File: src/rtl/regfile_write_arbiter.sv
// Write-port controller for the register file: zero-clears every entry after reset
// or on request, then arbitrates two writers round-robin onto one registered write port.
module regfile_write_arbiter #(
  parameter int DATA_W = 32,
  parameter int ADDR_W = 5
) (
  input  logic              i_clk,
  input  logic              i_rst_n,
  input  logic              i_init,
  input  logic              i_req0_valid,
  input  logic [ADDR_W-1:0] i_req0_addr,
  input  logic [DATA_W-1:0] i_req0_data,
  output logic              o_req0_ready,
  input  logic              i_req1_valid,
  input  logic [ADDR_W-1:0] i_req1_addr,
  input  logic [DATA_W-1:0] i_req1_data,
  output logic              o_req1_ready,
  output logic              o_wr_en,
  output logic [ADDR_W-1:0] o_wr_addr,
  output logic [DATA_W-1:0] o_wr_data,
  output logic              o_busy,
  output logic              o_init_done,
  output logic              o_dbg_state
);

  typedef enum logic {
    ST_CLEAR = 1'b0,
    ST_RUN   = 1'b1
  } state_t;

  localparam logic [ADDR_W-1:0] LP_LAST_ADDR = '1;

  state_t              r_state;
  logic [ADDR_W-1:0]   r_cnt;
  logic                r_last;
  logic                r_wr_en;
  logic [ADDR_W-1:0]   r_wr_addr;
  logic [DATA_W-1:0]   r_wr_data;
  logic                r_busy;
  logic                r_init_done;

  logic                w_open;
  logic                w_gnt0;
  logic                w_gnt1;

  // Handshake: a write transfers on a rising edge where valid and ready are both high;
  // a requester must hold valid, addr and data stable until it sees ready.
  // r_last is 1 when requester 1 won the most recent transfer, so ties go to the other one.
  assign w_open = (r_state == ST_RUN) && !i_init;
  assign w_gnt0 = w_open && i_req0_valid && (!i_req1_valid || r_last);
  assign w_gnt1 = w_open && i_req1_valid && (!i_req0_valid || !r_last);

  assign o_req0_ready = w_gnt0;
  assign o_req1_ready = w_gnt1;
  assign o_wr_en      = r_wr_en;
  assign o_wr_addr    = r_wr_addr;
  assign o_wr_data    = r_wr_data;
  assign o_busy       = r_busy;
  assign o_init_done  = r_init_done;
  assign o_dbg_state  = (r_state == ST_RUN);

  always_ff @(posedge i_clk or negedge i_rst_n) begin
    if (!i_rst_n) begin
      r_state     <= ST_CLEAR;
      r_cnt       <= '0;
      r_last      <= 1'b1;
      r_wr_en     <= 1'b0;
      r_wr_addr   <= '0;
      r_wr_data   <= '0;
      r_busy      <= 1'b1;
      r_init_done <= 1'b0;
    end else begin
      r_init_done <= 1'b0;
      case (r_state)
        ST_CLEAR: begin
          r_wr_en   <= 1'b1;
          r_wr_addr <= r_cnt;
          r_wr_data <= '0;
          r_cnt     <= r_cnt + 1'b1;
          if (r_cnt == LP_LAST_ADDR) begin
            r_state     <= ST_RUN;
            r_busy      <= 1'b0;
            r_init_done <= 1'b1;
          end
        end
        ST_RUN: begin
          if (i_init) begin
            r_state <= ST_CLEAR;
            r_cnt   <= '0;
            r_busy  <= 1'b1;
            r_wr_en <= 1'b0;
          end else if (w_gnt0) begin
            r_wr_en   <= 1'b1;
            r_wr_addr <= i_req0_addr;
            r_wr_data <= i_req0_data;
            r_last    <= 1'b0;
          end else if (w_gnt1) begin
            r_wr_en   <= 1'b1;
            r_wr_addr <= i_req1_addr;
            r_wr_data <= i_req1_data;
            r_last    <= 1'b1;
          end else begin
            r_wr_en <= 1'b0;
          end
        end
        default: begin
          r_state <= ST_CLEAR;
          r_cnt   <= '0;
          r_busy  <= 1'b1;
          r_wr_en <= 1'b0;
        end
      endcase
    end
  end

endmodule

File: config.mk
export PLATFORM = sky130hd
export DESIGN_NAME = regfile_write_arbiter
export DESIGN_NICKNAME = d
export VERILOG_FILES = /design/src/rtl/regfile_write_arbiter.sv
export SDC_FILE = /design/constraint.sdc
export NUM_CORES = 1
export LEC_CHECK = 0
export CAP_MARGIN = 10
export CORE_MARGIN = 2
export CORE_UTILIZATION = 46
export CTS_BUF_LIST = sky130_fd_sc_hd__clkbuf_4 sky130_fd_sc_hd__clkbuf_8
export CTS_CLUSTER_DIAMETER = 80
export DETAILED_ROUTE_END_ITERATION = 16
export GPL_TIMING_DRIVEN = 1
export HOLD_SLACK_MARGIN = 0.05
export PLACE_DENSITY = 0.89
export SKIP_LAST_GASP = 1
export SLEW_MARGIN = 40
export SYNTH_ARGS = -nofsm -noshare
export SYNTH_HDL_FRONTEND = slang
export SYNTH_SLANG_ARGS = --single-unit
File: constraint.sdc
create_clock -name i_clk -period 3.25 [get_ports i_clk]
set_input_delay 0.325 -clock i_clk [delete_from_list [all_inputs] [get_ports i_clk]]
set_output_delay 0.325 -clock i_clk [all_outputs]
set_load 0.005 [all_outputs]
# [Yosys cells after proc, flatten, opt, wreduce, memory -nomap -nowiden]
# Cells that the tools add are included.
[word_totals] elab_cells=54 input_bits=79 output_inout_bits=43 register_bits=47
[op_classes] n_mux=23 n_eq_ne=5 add_sub_neg=1 n_reduce_logical=15 bitwise_logic=2
[ops] operator="32-bit two-way mux" count=3
[ops] operator="32-bit one-hot mux with 2 select lines" count=1
[ops] operator="5-bit two-way mux" count=4
[ops] operator="5-bit one-hot mux with 2 select lines" count=2
[ops] operator="1-bit two-way mux" count=10
[ops] operator="2-bit != test, second input constant" count=3
[ops] operator="1-bit one-hot mux with 2 select lines" count=3
[ops] operator="5-bit by 1-bit adder with 5-bit output, second input constant" count=1
[ops] operator="5-bit == test, second input constant" count=1
[ops] operator="1-bit logical AND" count=5
[ops] operator="1-bit logical NOT" count=4
[ops] operator="2-bit AND reduction" count=2
[ops] operator="3-bit != test, second input constant" count=1
[ops] operator="3-bit AND reduction" count=1
[ops] operator="1-bit logical OR" count=2
[ops] operator="1-bit NOT" count=2
[ops] operator="2-bit nonzero test" count=1

# [Depth between registers and ports, before layout]
[depth] depth_word=8 ltp_mapped=7

# [Worst setup path after synthesis]
# Ideal clock, no wire load.
[synth_path] kind="flip-flop to flip-flop" start="register r_cnt[0]" end="register r_state (netlist: o_dbg_state)" stages_incl_launch_ff=6 setup_slack_ns=1.794 arrival_time_ns=1.328 synth_period_minus_slack_ns=1.456 path_cell_list="dfrtp_1 ha_1 and3_1 ha_1 nor2b_1 or2_2"
[synth_via] elab_chain_cells=3
[synth_lines] element="start: declaration" line="34" source="logic [ADDR_W-1:0] r_cnt;"
[synth_lines] element="start signal: assignment" line="79" source="r_cnt <= r_cnt + 1'b1;"
[synth_lines] element="5-bit == test" line="80" source="if (r_cnt == LP_LAST_ADDR) begin"
[synth_lines] element="1-bit two-way mux" line="80"
[synth_lines] element="1-bit one-hot mux with 2 select lines" line="74" source="case (r_state)"
[synth_lines] element="end signal: assignment" line="81" source="r_state <= ST_RUN;"
[synth_lines] element="end signal: assignment" line="88" source="r_state <= ST_CLEAR;"
[synth_lines] element="end signal: assignment" line="107" source="r_state <= ST_CLEAR;"
[synth_lines] element="end: declaration" line="33" source="state_t r_state;"
# No other way between the ends.
# A chain may end at the register's enable or synchronous reset.

# [Final worst setup path]
[layout_path] start="input i_init" end="output o_req1_ready"
[layout_via] elab_chain_cells=4
[layout_lines] element="start: declaration" line="9" source="input logic i_init,"
[layout_lines] element="1-bit logical NOT" line="49" source="assign w_open = (r_state == ST_RUN) && !i_init;"
[layout_lines] element="1-bit logical AND" line="49"
[layout_lines] element="1-bit logical AND (2 in a row)" line="51" source="assign w_gnt1 = w_open && i_req1_valid && (!i_req0_valid || !r_last);"
[layout_lines] element="end: declaration" line="17" source="output logic o_req1_ready,"
# No other way between the ends.

==> flow_metrics.tcl <==
set metrics [dict create \
    min_period_ns 2.33 \
    slew_viol_final 0 \
    antenna_left 0 \
    root_buffer "clkbuf_8" \
    yosysWarnings 0 \
    syn-num-nets 353 \
    grt_pass1_wl_um 12200 \
    end_kind "primary output" \
    ys_async_sr_fraction_pct 100 \
    clock-sinks 47 \
    grt.overflow.total 0 \
    insertion_delay_ns 0.30 \
    path_max_fanout 17 \
    area_growth_pct 52.2 \
    cp_top_family "buffers and inverters" \
    place.gp.congestion 0.837 \
    hold_path_class "flip-flop to flip-flop" \
    met2_usage_pct 42.9 \
    synth_area_per_cell_um2 9.41 \
    grt_start_max_net_pins 54 \
    synthCells 272 \
    yosysUniqueCellTypes 33 \
    dr.pass1.iters 4 \
    vias 2615 \
    nets 455 \
    final_core_util_pct 71.6 \
    crit_type "input port to primary output" \
    hpwl_um 4980 \
    coreArea_mm2 0.00544 \
    arrival_ns 2.01 \
    worst_clock_skew_ns 0.00773 \
    track_usage_pct 24.8 \
    finalSetupViolCount 0 \
    cts_tree "done" \
    relSlewSlack_pct 48.7 \
    core.rowCount 27 \
    drt_iter0_drc 174 \
    route.detailed.drc 0 \
    start_util_pct 47.0 \
    grt_pass1_vias 2610 \
    n_antenna_cell 0 \
    crit_path_frequent_cell "clkdlybuf4s50_1" \
    synth_edf_count 0 \
    setup_tns_ns 0 \
    die_h_um 78.6 \
    wl_um 7610 \
    die_w_um 78.6 \
    cts.repair.resized 0 \
    port_buffers 121 \
    antenna_found_initial 0 \
    cts_buffer_depth 2 \
    drive_above_1_share_pct 9.07 \
    io_pins 122 \
    p_leak_nw 1.51 \
    cpPeakStageDelay_ns 0.56 \
    finalCritPeriodShare_pct 71.7 \
    worstMarginPinSlew_ns 0.769 \
    use_met1_pct 30.2 \
    cp.buffers_inverters 2 \
    wl_per_cell_um 17.0 \
    cts_buffers 5 \
    power_density_mw_per_mm2 542 \
    status "finished, final reports clean" \
    fmax_mhz 429 \
    htreeDepth 2 \
    cap_viol_max_count 0 \
    die_area_mm2 0.00617 \
    timing.hold.ws_ns 0.488 \
    ir_drop_uv 283 \
    yosysTopAreaCell "dfrtp_1" \
    rsz0062_at_grt "no" \
    synth_seq_cells 47 \
    yosysSeqAreaShare_pct 46.1 \
    cts.clk_slew.worst_paths_ns 0.09 \
    hold_viol 0 \
    netlist.area_leader.share_pct 44.0 \
    syn_area_mm2 0.00256 \
    cpMaxStageDelayCell "clkdlybuf4s50_1" \
    viasPerCell 5.85 \
    path_cells "clkdlybuf4s50_1 > nor2b_4 > and3_1 > clkdlybuf4s50_1" \
    required_ns 2.92 \
    startpoint_type "input port" \
    synthFlopType "dfrtp_1" \
    synth_area_leaders "dfrtp_1 44%, a22oi_1 9.4%, o21ai_0 7.8%" \
    met3_usage_pct 4.83 \
    top_usage_layer "met2" \
]
-- cell families (layout without fill, tap and decap cells) --
| logic type | after synthesis | in the layout | synth area share [%] |
|---|---|---|---|
| xor gates and xnor gates | 2 | 2 | 0.685 |
| AOI/OAI and AO/OA | 122 | 122 | 32.6 |
| buffers and inverters | 40 | 143 | 7.82 |
| DFF | 47 | 47 | 46.1 |
| and+or+nand+nor | 59 | 59 | 11.9 |
| adders and majority gates | 2 | 2 | 0.978 |
-- cell usage in the layout, fill, tap and decap left out, types with 2 or more instances in the layout --
| cell | n |
|---|---|
| clkbuf_8 | 5 |
| o21ai_0 | 40 |
| buf_4 | 9 |
| a31oi_1 | 27 |
| ha_1 | 2 |
| o22ai_1 | 3 |
| nand2b_1 | 2 |
| inv_1 | 5 |
| nor2b_1 | 5 |
| dfrtp_1 | 44 |
| clkdlybuf4s50_1 | 120 |
| nand2_1 | 6 |
| and3_1 | 2 |
| nand3_1 | 37 |
| a22oi_1 | 32 |
| dfstp_2 | 2 |
| a221oi_1 | 4 |
| bufinv_16 | 2 |
| a31oi_2 | 10 |
-- per-layer routing --
| layer | routed length [um] | part of all wire [%] | up-vias |
|---|---|---|---|
| li1 | - | - | 1230 |
| met1 | 2970 | 39 | 1241 |
| met2 | 3870 | 51 | 127 |
| met3 | 585 | 7.7 | 17 |
| met4 | 184 | 2.4 | 0 |
| met5 | 0 | 0 | - |
-- where the power goes --
part	internal, mW	switching (mW)	leakage, nW	total [mW]
Sequential	0.715	0.0931	0.620	0.808
Clock	0.307	0.208	0.0644	0.515
Combinational	0.410	0.378	0.825	0.788
-- per-stage QoR --
step / area, um^2 / instances / setup slack (ns) / power (mW)
final: 3890 / 447 / 0.919 / 2.11
after detailed placement: 3750 / 438 / 0.806 / 1.61
after floorplan: 2560 / 272 / 1.79 / 1.23
after global routing: 3890 / 447 / 0.854 / 2.24
after CTS: 3890 / 447 / 0.922 / 2.12
after global placement: 3750 / 438 / 0.928 / 1.57
-- cell usage after synthesis, types with 2 or more instances --
master and instances:
a31oi_2 10, a221oi_1 4, nand3_1 37, clkbuf_1 19, nor2b_1 7, a31oi_1 27, ha_1 2, dfstp_2 2
nand2b_1 2, a22oi_1 32, buf_2 7, nand2_1 6, o22ai_1 3, dfrtp_1 45, o21ai_0 40, buf_1 3
and3_1 2, buf_6 5, inv_1 5
-- flip-flops by register name, indices dropped and copies added (netlist names) --
signal,cells
o_busy,1
o_dbg_state,1
o_init_done,1
o_wr_addr,5
o_wr_data,32
o_wr_en,1
r_cnt,5
r_last,1
-- area by class of cell --
class	count	area (um^2)
inverters	5	18.8
repair buffers	130	1280
flip-flops and latches	47	1180
fillers	450	1540
clock inverters	3	67.6
multi-input cells	185	1190
clock buffers	5	68.8
well taps	72	90.1
-- worst register-to-register path, stage by stage (launching register included) --
cell and delay [ns]:
dfstp_2 0.56, nand2b_1 0.59, buf_4 0.35, nand3_1 0.10, a31oi_1 0.21
-- what timing repair did --
item	CTS	global route
hold endpoints to repair	33	0
buffers inserted	0	0
hold buffers	1	0
-- path summary, 6_finish.rpt --
path	start	end	slack [ns]	cells after the start
max	i_init	o_req1_ready	0.92	4
max in group asynchronous	i_rst_n	o_dbg_state$_DFF_PN0_	2.23	2
min	o_busy$_DFFE_PN1P_	o_busy$_DFFE_PN1P_	0.49	2
min reg2reg	o_busy$_DFFE_PN1P_	o_busy$_DFFE_PN1P_	0.49	2
min in group asynchronous	i_rst_n	o_wr_data[22]$_DFFE_PN0P_	0.56	2
max reg2reg	r_last$_DFFE_PN1P_	o_wr_data[26]$_DFFE_PN0P_	1.35	4
(Power assumes the default switching activity.)
